File: config.mk
export PLATFORM = sky130hd
export DESIGN_NAME = bus_arbiter_rr_flat
export DESIGN_NICKNAME = d
export VERILOG_FILES = /design/src/rtl/bus_arbiter_rr_if.sv /design/src/rtl/bus_arbiter_rr.sv /design/src/flat_wrapper.sv
export SDC_FILE = /design/constraint.sdc
export NUM_CORES = 1
export LEC_CHECK = 0
export BUFFER_PORTS_ARGS = -buffer_cell sky130_fd_sc_hd__buf_4
export CAP_MARGIN = 40
export CELL_PAD_IN_SITES_DETAIL_PLACEMENT = 1
export CELL_PAD_IN_SITES_GLOBAL_PLACEMENT = 1
export CORE_AREA = 3 3 213 215
export DETAILED_ROUTE_END_ITERATION = 10
export DIE_AREA = 0 0 216 218
export PLACE_DENSITY = 0.54
export SLEW_MARGIN = 30
export SYNTH_ARGS = -nofsm -noshare
export SYNTH_HDL_FRONTEND = slang
export SYNTH_SLANG_ARGS = --single-unit
File: constraint.sdc
create_clock -name clk -period 1.66 [get_ports clk]
set_input_delay 0.166 -clock clk [delete_from_list [all_inputs] [get_ports clk]]
set_output_delay 0.166 -clock clk [all_outputs]
set_load 0.005 [all_outputs]
File: src/rtl/bus_arbiter_rr_if.sv
// Memory-bus bundle around the NCH-to-1 arbiter: per-channel ibus/dbus
// style requests with their completion pulses on one side, and a single
// downstream request/ack port on the other.
interface bus_arbiter_rr_if #(
    parameter int NCH    = 2,
    parameter int ADDR_W = 64,
    parameter int DATA_W = 64,
    parameter int STRB_W = DATA_W / 8
);
    // Requester side: channel i occupies slice [i*W +: W] of each vector.
    logic [NCH-1:0]        req_valid;
    logic [NCH*ADDR_W-1:0] req_addr;
    logic [NCH*3-1:0]      req_size;
    logic [NCH*STRB_W-1:0] req_strobe;
    logic [NCH*DATA_W-1:0] req_data;
    logic [NCH-1:0]        resp_data_ok;
    logic [DATA_W-1:0]     resp_data;

    // Downstream side: one transaction at a time.
    logic                  m_valid;
    logic [ADDR_W-1:0]     m_addr;
    logic [2:0]            m_size;
    logic [STRB_W-1:0]     m_strobe;
    logic [DATA_W-1:0]     m_data;
    logic                  m_data_ok;
    logic [DATA_W-1:0]     m_rdata;

    // Arbiter view: serves the requesters, drives the downstream bus.
    modport slave (
        input  req_valid, req_addr, req_size, req_strobe, req_data,
        output resp_data_ok, resp_data,
        output m_valid, m_addr, m_size, m_strobe, m_data,
        input  m_data_ok, m_rdata
    );

    // Surrounding system view: requesters plus the downstream memory.
    modport master (
        output req_valid, req_addr, req_size, req_strobe, req_data,
        input  resp_data_ok, resp_data,
        input  m_valid, m_addr, m_size, m_strobe, m_data,
        output m_data_ok, m_rdata
    );
endinterface

File: src/rtl/bus_arbiter_rr.sv
// NCH-channel memory-bus arbiter. Picks one valid requester (round-robin or
// fixed priority), latches its request and presents it downstream until
// m_data_ok. A requester that withdraws while its transaction is in flight
// gets no completion pulse; the downstream transaction still finishes.
module bus_arbiter_rr #(
    parameter int NCH        = 2,
    parameter int ADDR_W     = 64,
    parameter int DATA_W     = 64,
    parameter int STRB_W     = DATA_W / 8,
    parameter int FIXED_PRIO = 0
) (
    input  logic               clk,
    input  logic               reset,   // asynchronous, active low
    bus_arbiter_rr_if.slave    bus,
    output logic               busy
);
    localparam int GW = (NCH > 1) ? $clog2(NCH) : 1;

    typedef enum logic {
        IDLE = 1'b0,
        BUSY = 1'b1
    } state_t;

    state_t              state_q, state_d;
    logic [GW-1:0]       grant_q, grant_d;
    logic [GW-1:0]       rr_ptr_q, rr_ptr_d;
    logic                dropped_q, dropped_d;
    logic [ADDR_W-1:0]   addr_q, addr_d;
    logic [2:0]          size_q, size_d;
    logic [STRB_W-1:0]   strobe_q, strobe_d;
    logic [DATA_W-1:0]   data_q, data_d;

    // Per-channel views of the flattened request vectors.
    logic [ADDR_W-1:0]   ch_addr   [NCH];
    logic [2:0]          ch_size   [NCH];
    logic [STRB_W-1:0]   ch_strobe [NCH];
    logic [DATA_W-1:0]   ch_data   [NCH];

    logic [GW-1:0]       scan_base;
    logic [GW-1:0]       winner;
    logic                winner_found;
    logic [GW-1:0]       cand;
    int                  idx;
    logic [GW-1:0]       next_ptr;
    logic                in_flight;
    logic                grant_valid;
    logic                ack_ok;

    assign in_flight   = (state_q == BUSY);
    assign busy        = in_flight;
    assign grant_valid = bus.req_valid[grant_q];

    // Completion is forwarded only if the owner never withdrew and still wants it.
    assign ack_ok = in_flight & bus.m_data_ok & ~dropped_q & grant_valid;

    for (genvar gi = 0; gi < NCH; gi++) begin : g_ch
        assign ch_addr[gi]   = bus.req_addr[gi*ADDR_W +: ADDR_W];
        assign ch_size[gi]   = bus.req_size[gi*3 +: 3];
        assign ch_strobe[gi] = bus.req_strobe[gi*STRB_W +: STRB_W];
        assign ch_data[gi]   = bus.req_data[gi*DATA_W +: DATA_W];
        assign bus.resp_data_ok[gi] = ack_ok && (grant_q == GW'(gi));
    end

    // Read data is passed straight through in the ack cycle and zero otherwise.
    assign bus.resp_data = ack_ok ? bus.m_rdata : '0;

    // Downstream fields come only from the latched copy, zero when idle.
    assign bus.m_valid  = in_flight;
    assign bus.m_addr   = in_flight ? addr_q   : '0;
    assign bus.m_size   = in_flight ? size_q   : '0;
    assign bus.m_strobe = in_flight ? strobe_q : '0;
    assign bus.m_data   = in_flight ? data_q   : '0;

    // Fixed priority always scans from channel 0; round-robin from the pointer.
    assign scan_base = (FIXED_PRIO != 0) ? '0 : rr_ptr_q;

    // Pointer moves to the channel after the one just served.
    assign next_ptr = (int'(grant_q) >= NCH - 1) ? '0 : grant_q + 1'b1;

    // Winner select: scan backwards so the first valid channel in scan order is kept.
    always_comb begin
        winner       = '0;
        winner_found = 1'b0;
        idx          = 0;
        cand         = '0;
        for (int k = NCH - 1; k >= 0; k--) begin
            idx = int'(scan_base) + k;
            if (idx >= NCH) begin
                idx = idx - NCH;
            end
            cand = idx[GW-1:0];
            if (bus.req_valid[cand]) begin
                winner       = cand;
                winner_found = 1'b1;
            end
        end
    end

    // Next-state logic: grant from IDLE, track withdrawal and completion in BUSY.
    always_comb begin
        state_d   = state_q;
        grant_d   = grant_q;
        rr_ptr_d  = rr_ptr_q;
        dropped_d = dropped_q;
        addr_d    = addr_q;
        size_d    = size_q;
        strobe_d  = strobe_q;
        data_d    = data_q;
        case (state_q)
            IDLE: begin
                if (winner_found) begin
                    state_d   = BUSY;
                    grant_d   = winner;
                    dropped_d = 1'b0;
                    addr_d    = ch_addr[winner];
                    size_d    = ch_size[winner];
                    strobe_d  = ch_strobe[winner];
                    data_d    = ch_data[winner];
                end
            end
            BUSY: begin
                // Once the owner lets go, its response is lost even if it re-requests.
                if (!grant_valid) begin
                    dropped_d = 1'b1;
                end
                if (bus.m_data_ok) begin
                    state_d = IDLE;
                    if (FIXED_PRIO == 0) begin
                        rr_ptr_d = next_ptr;
                    end
                end
            end
            default: begin
                state_d = IDLE;
            end
        endcase
    end

    // State and latched-request registers; reset abandons any transaction.
    always_ff @(posedge clk or negedge reset) begin
        if (!reset) begin
            state_q   <= IDLE;
            grant_q   <= '0;
            rr_ptr_q  <= '0;
            dropped_q <= 1'b0;
            addr_q    <= '0;
            size_q    <= '0;
            strobe_q  <= '0;
            data_q    <= '0;
        end else begin
            state_q   <= state_d;
            grant_q   <= grant_d;
            rr_ptr_q  <= rr_ptr_d;
            dropped_q <= dropped_d;
            addr_q    <= addr_d;
            size_q    <= size_d;
            strobe_q  <= strobe_d;
            data_q    <= data_d;
        end
    end

    // A downstream completion with nothing in flight is a protocol violation.
    a_no_ack_when_idle : assert property (
        @(posedge clk) disable iff (!reset) !((state_q == IDLE) && bus.m_data_ok)
    );

endmodule

File: src/flat_wrapper.sv
// flat-port wrapper written by rule: the top's interface ports become plain ports
module bus_arbiter_rr_flat 
#(
    parameter int NCH        = 2,
    parameter int ADDR_W     = 64,
    parameter int DATA_W     = 64,
    parameter int STRB_W     = DATA_W / 8,
    parameter int FIXED_PRIO = 0
)
  (clk, reset, busy, bus_req_valid, bus_req_addr, bus_req_size, bus_req_strobe, bus_req_data, bus_resp_data_ok, bus_resp_data, bus_m_valid, bus_m_addr, bus_m_size, bus_m_strobe, bus_m_data, bus_m_data_ok, bus_m_rdata);
  bus_arbiter_rr_if #(.NCH(NCH), .ADDR_W(ADDR_W), .DATA_W(DATA_W), .STRB_W(STRB_W)) bus_i ();
  input  logic clk;
  input  logic reset;
  output logic busy;
  input wire logic [$bits(bus_i.req_valid)-1:0] bus_req_valid;
  input wire logic [$bits(bus_i.req_addr)-1:0] bus_req_addr;
  input wire logic [$bits(bus_i.req_size)-1:0] bus_req_size;
  input wire logic [$bits(bus_i.req_strobe)-1:0] bus_req_strobe;
  input wire logic [$bits(bus_i.req_data)-1:0] bus_req_data;
  output wire logic [$bits(bus_i.resp_data_ok)-1:0] bus_resp_data_ok;
  output wire logic [$bits(bus_i.resp_data)-1:0] bus_resp_data;
  output wire logic [$bits(bus_i.m_valid)-1:0] bus_m_valid;
  output wire logic [$bits(bus_i.m_addr)-1:0] bus_m_addr;
  output wire logic [$bits(bus_i.m_size)-1:0] bus_m_size;
  output wire logic [$bits(bus_i.m_strobe)-1:0] bus_m_strobe;
  output wire logic [$bits(bus_i.m_data)-1:0] bus_m_data;
  input wire logic [$bits(bus_i.m_data_ok)-1:0] bus_m_data_ok;
  input wire logic [$bits(bus_i.m_rdata)-1:0] bus_m_rdata;
  assign bus_i.req_valid = bus_req_valid;
  assign bus_i.req_addr = bus_req_addr;
  assign bus_i.req_size = bus_req_size;
  assign bus_i.req_strobe = bus_req_strobe;
  assign bus_i.req_data = bus_req_data;
  assign bus_resp_data_ok = bus_i.resp_data_ok;
  assign bus_resp_data = bus_i.resp_data;
  assign bus_m_valid = bus_i.m_valid;
  assign bus_m_addr = bus_i.m_addr;
  assign bus_m_size = bus_i.m_size;
  assign bus_m_strobe = bus_i.m_strobe;
  assign bus_m_data = bus_i.m_data;
  assign bus_i.m_data_ok = bus_m_data_ok;
  assign bus_i.m_rdata = bus_m_rdata;
  bus_arbiter_rr #(.NCH(NCH), .ADDR_W(ADDR_W), .DATA_W(DATA_W), .STRB_W(STRB_W), .FIXED_PRIO(FIXED_PRIO)) u_core (.clk(clk), .reset(reset), .bus(bus_i), .busy(busy));
endmodule
# ---- Yosys cells after proc, flatten, opt, wreduce, memory -nomap -nowiden
# Index checks and enable logic that the tools add are counted.
# W data, S select, Z words.
dict set report totals {
  ff_bits 143
  word_cells 69
}
dict set report classes {
  n_addsub 4
  order_cmp 7
  n_eq_ne 2
  mux 36
  bitwise 7
  reduce_logical 5
}
# op n
set op_table {}
lappend op_table {{$mux W64} 9}
lappend op_table {{$mux W8} 4}
lappend op_table {{$mux W1} 17}
lappend op_table {{$mux W3} 4}
lappend op_table {{$lt A1 B2 Y1 const B} 3}
lappend op_table {{$reduce_and A2 Y1} 3}
lappend op_table {{$ge A2 B2 Y1 const B} 2}
lappend op_table {{$pmux W1 S2} 2}
lappend op_table {{$and A1 B1 Y1} 3}
lappend op_table {{$not A1 Y1} 3}
lappend op_table {{$add A1 B1 Y2 const B} 1}
lappend op_table {{$ge A1 B2 Y1 const B} 1}
lappend op_table {{$logic_and A1 B1 Y1} 2}
lappend op_table {{$ne A2 B1 Y1 const B} 1}
lappend op_table {{$ne A2 B2 Y1 const B} 1}
lappend op_table {{$not A1 Y2} 1}
lappend op_table {{$sub A1 B1 Y1 const B} 2}
lappend op_table {{$add A1 B1 Y1 const B} 1}
lappend op_table {{$ge A1 B1 Y1 const B} 1}

# ---- Depth between registers and ports, before layout
dict set report depth {
  depth_word 11
  depth_mapped 7
}

# ---- Worst setup path before layout
# OpenSTA, ideal clock, no wires.
dict set report synth_path {
  path_type {register to output}
  start {register u_core.state_q, in the netlist u_core.bus.m_valid}
  end {output bus_resp_data[0]}
  t_arrival_ps 1284
  setup_slack_ps 210
  stages_incl_launch_ff 6
  n_path_buf 2
  cell_sequence {dfrtp_1 > buf_4 > nand2_1 > a211oi_4 > clkbuf_2 > and2_1}
}
dict set report synth_between {
  elab_chain_cells 4
}
# item line_no
set synth_lines {}
lappend synth_lines {{from (decl)} bus_arbiter_rr.sv:24} ;# state_t state_q, state_d;
lappend synth_lines {{from (signal assigned)} bus_arbiter_rr.sv:151} ;# state_q <= state_d;
lappend synth_lines {{$and A1 B1 Y1 (3 in series)} bus_arbiter_rr.sv:54} ;# assign ack_ok = in_flight & bus.m_data_ok & ~dropped_q & grant_valid;
lappend synth_lines {{$mux W64} bus_arbiter_rr.sv:65} ;# assign bus.resp_data = ack_ok ? bus.m_rdata : '0;
lappend synth_lines {{to (decl)} flat_wrapper.sv:21} ;# output wire logic [$bits(bus_i.resp_data)-1:0] bus_resp_data;
# Every way passes these cells.

# ---- Final worst setup path
dict set report layout_path {
  start {register u_core.grant_q}
  end {output bus_resp_data[43]}
}
dict set report layout_between {
  elab_chain_cells 4
}
# item line_no
set layout_lines {}
lappend layout_lines {{from (decl)} bus_arbiter_rr.sv:25} ;# logic [GW-1:0] grant_q, grant_d;
lappend layout_lines {{from (signal assigned)} bus_arbiter_rr.sv:152} ;# grant_q <= grant_d;
lappend layout_lines {{$mux W1 (implied by the code) (2 in series)} bus_arbiter_rr.sv:51} ;# assign grant_valid = bus.req_valid[grant_q];
lappend layout_lines {{$and A1 B1 Y1} bus_arbiter_rr.sv:54}
lappend layout_lines {{$mux W64} bus_arbiter_rr.sv:65}
# Every way passes these cells. The select of a mux whose other input is x is not followed.

==> impl_metrics.tcl <==
set metrics [dict create \
    outcome "complete, but fails checks" \
    violations "setup timing" \
    initial_core_util 0.189 \
    grt_pass1_vias 12200 \
    required_ns 1.49 \
    power.switching_mw 5.96 \
    globalplace.congestion 0.875 \
    path_clk_slew_ns 0.07 \
    portBuffers 553 \
    htreeDepth 4 \
    leakage_nw 8.68 \
    finalSetupViolCount 345 \
    nFillCells 4988 \
    nets 2203 \
    synth-seq-cells 143 \
    ir_worst_vdd_mv 0.666 \
    clock_skew_ns 0.0116 \
    grt_antenna_before_repair 6 \
    area_growth_syn_to_layout_pct 137 \
    syn_nets 1383 \
    fmax_ghz 0.484 \
    grt_max_degree 89 \
    cts_buffer_depth 2 \
    drtPass1Iterations 4 \
    yosys-top-cells-count "and2_1 (203), dfrtp_1 (143), o21ai_0 (140)" \
    synthTopCellsByArea "dfrtp_1 (43%), and2_1 (15%), a31oi_1 (10%), o21ai_0 (8.4%), nand3_1 (8.4%)" \
    insertion_delay_ns 0.44 \
    via_per_inst 4.74 \
    core_um2 43900 \
    synth_top_area_cell "dfrtp_1" \
    synth-edff-count 0 \
    grt.overflow.total 0 \
    cts_tree "done" \
    root_buffer "clkbuf_16" \
    critPathTopFamily "buffers and inverters" \
    die-area_um2 47100 \
    syn_avg_cell_area_um2 8.02 \
    power_frac_seq 0.286 \
    maxCapViolCount 0 \
    worst_pin_slew_ns 0.636 \
    ys.flop_type "dfrtp_1" \
    yosysWarnings 0 \
    timing_worst_setup_path_type "flop to output pin" \
    dp_worst_setup_slack_ns 0.0710 \
    synth_cell_types 26 \
    power_density_nw_per_um2 901 \
    min_period_ns 2.06 \
    critPathLaunchType "flop" \
    cpMaxStageDelayCell "dfrtp_1" \
    rsz0062_at_grt "true" \
    power.internal_mw 11.8 \
    setup_ws_ns -0.405 \
    slew-limit-headroom 0.576 \
    finalHoldViolations 0 \
    endpoint_kind "output pin" \
    crit_fanout 16 \
    cp.arrival_ns 1.90 \
    period_share 1.24 \
    post-dp-hpwl_um 34300 \
    netlist_instances 1036 \
    layout-drive-gt1-share 0.529 \
    row_count 77 \
    drtAntennaViolNets 0 \
    ios 554 \
    p_clk_frac 0.216 \
    grt_usage 0.225 \
    combPwrFrac 0.498 \
    die_w_um 216 \
    num_vias 11700 \
    wl_um 60100 \
    worstPathCellList "nand2b_4, a211oi_4, buf_6, clkbuf_16, and2_1, buf_4" \
    grt_pass1_wl_um 80300 \
    slew_viol_final 0 \
    ys_async_sr_fraction 1.00 \
    drc 0 \
    p_total_mw 17.7 \
    setup_tns_ns -69.22 \
    cts_sinks 143 \
    yosysTopAreaCellShare 0.431 \
    drt_iter0_markers 676 \
    holdCritPathClass "input pin to flop" \
    ys_seq_area_frac 0.431 \
    crit_buf_inv 3 \
    max_stage_delay_ns 0.41 \
    syn_area_um2 8310 \
    cts_made_buffers 17 \
    wl_per_cell_um 24.4 \
    yosysMostFrequentCell "and2_1" \
    switching_share 0.336 \
    fp.dieH_um 218 \
]
## placed cells by master (no fill, tap or decap), types with 2 or more instances in the layout
cell type,synthesis,layout
nand2_1,3,3
dlygate4sd3_1,0,236
clkbuf_1,54,2
buf_4,12,394
and2_4,0,167
buf_16,0,20
nand2b_4,0,2
and2_1,203,36
clkbuf_8,0,5
inv_1,2,2
o21ai_0,140,140
dfrtp_1,143,142
nand3_1,139,139
buf_6,3,184
clkbuf_16,0,44
nor2_1,139,46
inv_6,0,2
nor2_4,0,39
a31oi_4,0,4
a31oi_1,139,128
buf_8,0,17
diode_2,0,6
a31oi_2,0,7
clkinv_2,0,4
buf_12,0,38
nor2_2,0,54
## worst paths after layout
check | start | end | slack (ns) | cells after the start
worst min register to register | u_core.grant_q | u_core.rr_ptr_q | 0.52 | 1
worst max register to register | u_core.bus.m_valid | u_core.data_q[25] | -0.25 | 8
worst max-delay path | u_core.grant_q | bus_resp_data[43] | -0.40 | 6
max in group asynchronous | reset | u_core.addr_q[56] | 0.75 | 3
worst min-delay path | bus_req_data[44] | u_core.data_q[44] | 0.03 | 3
min in group asynchronous | reset | u_core.data_q[48] | 0.28 | 2
## registers in the layout, summed over array words and instances (netlist names)
register and cells:
u_core.dropped_q 1, u_core.grant_q 1, u_core.bus.m_valid 1, u_core.rr_ptr_q 1, u_core.strobe_q 8, u_core.data_q 64
u_core.addr_q 64, u_core.size_q 3
## area by class of cell
class	instances	area [µm²]	share of cell area
Clock buffer	24	502	0.0255
Clock inverter	8	53.8	0.00273
Inverter	3	13.8	0.000699
Multi-Input combinational cell	775	5140	0.261
Antenna cell	6	15.0	0.000763
Tap cell	592	741	0.0376
Sequential cell	143	3580	0.182
Timing Repair Buffer	916	9630	0.490
## power by group through the flow
stage                     clock, mW  combinational (mW)  sequential (mW)
after detailed placement          0                5.38             4.84
after floorplan                   0                2.42             4.69
final                          3.83                8.82             5.07
after global routing           4.07                9.35             5.17
after CTS                      3.96                7.54             4.83
after global placement            0                5.36             4.80
## logic make-up after synthesis
| family | share of synthesized area |
|---|---|
| compound gates | 0.197 |
| buf+inv | 0.0681 |
| simple gates | 0.304 |
| flops | 0.431 |
## worst min-delay path, cell delays in order
cell and delay [ns]:
buf_4 0.11, o21ai_0 0.06, a31oi_1 0.09
## per-layer routing
metal,GRT usage,share of wire
met2,0.399,0.51
met4,0.0777,0.033
met1,0.261,0.39
met5,0,0
met3,0.0617,0.068
## through the flow
stage                      util  hold WS, ns  area, µm²  instances
after CTS                 0.405    0.0000236      17800       2415
after detailed placement  0.302        0.217      13300       2107
final                     0.448       0.0294      19700       2467
after global placement    0.302        0.210      13300       2107
after global routing      0.448       0.0111      19700       2466
after floorplan               -       -0.130       8310       1036
## repair_timing
item                       in CTS  in global routing
pin swaps                       1                 19
hold buffers                  236                  0
gates cloned                   23                 34
resized for setup             266                310
hold endpoints to repair      176                  0
setup endpoints to repair     205                335
buffers inserted               17                 20
(Power assumes the default switching activity.)
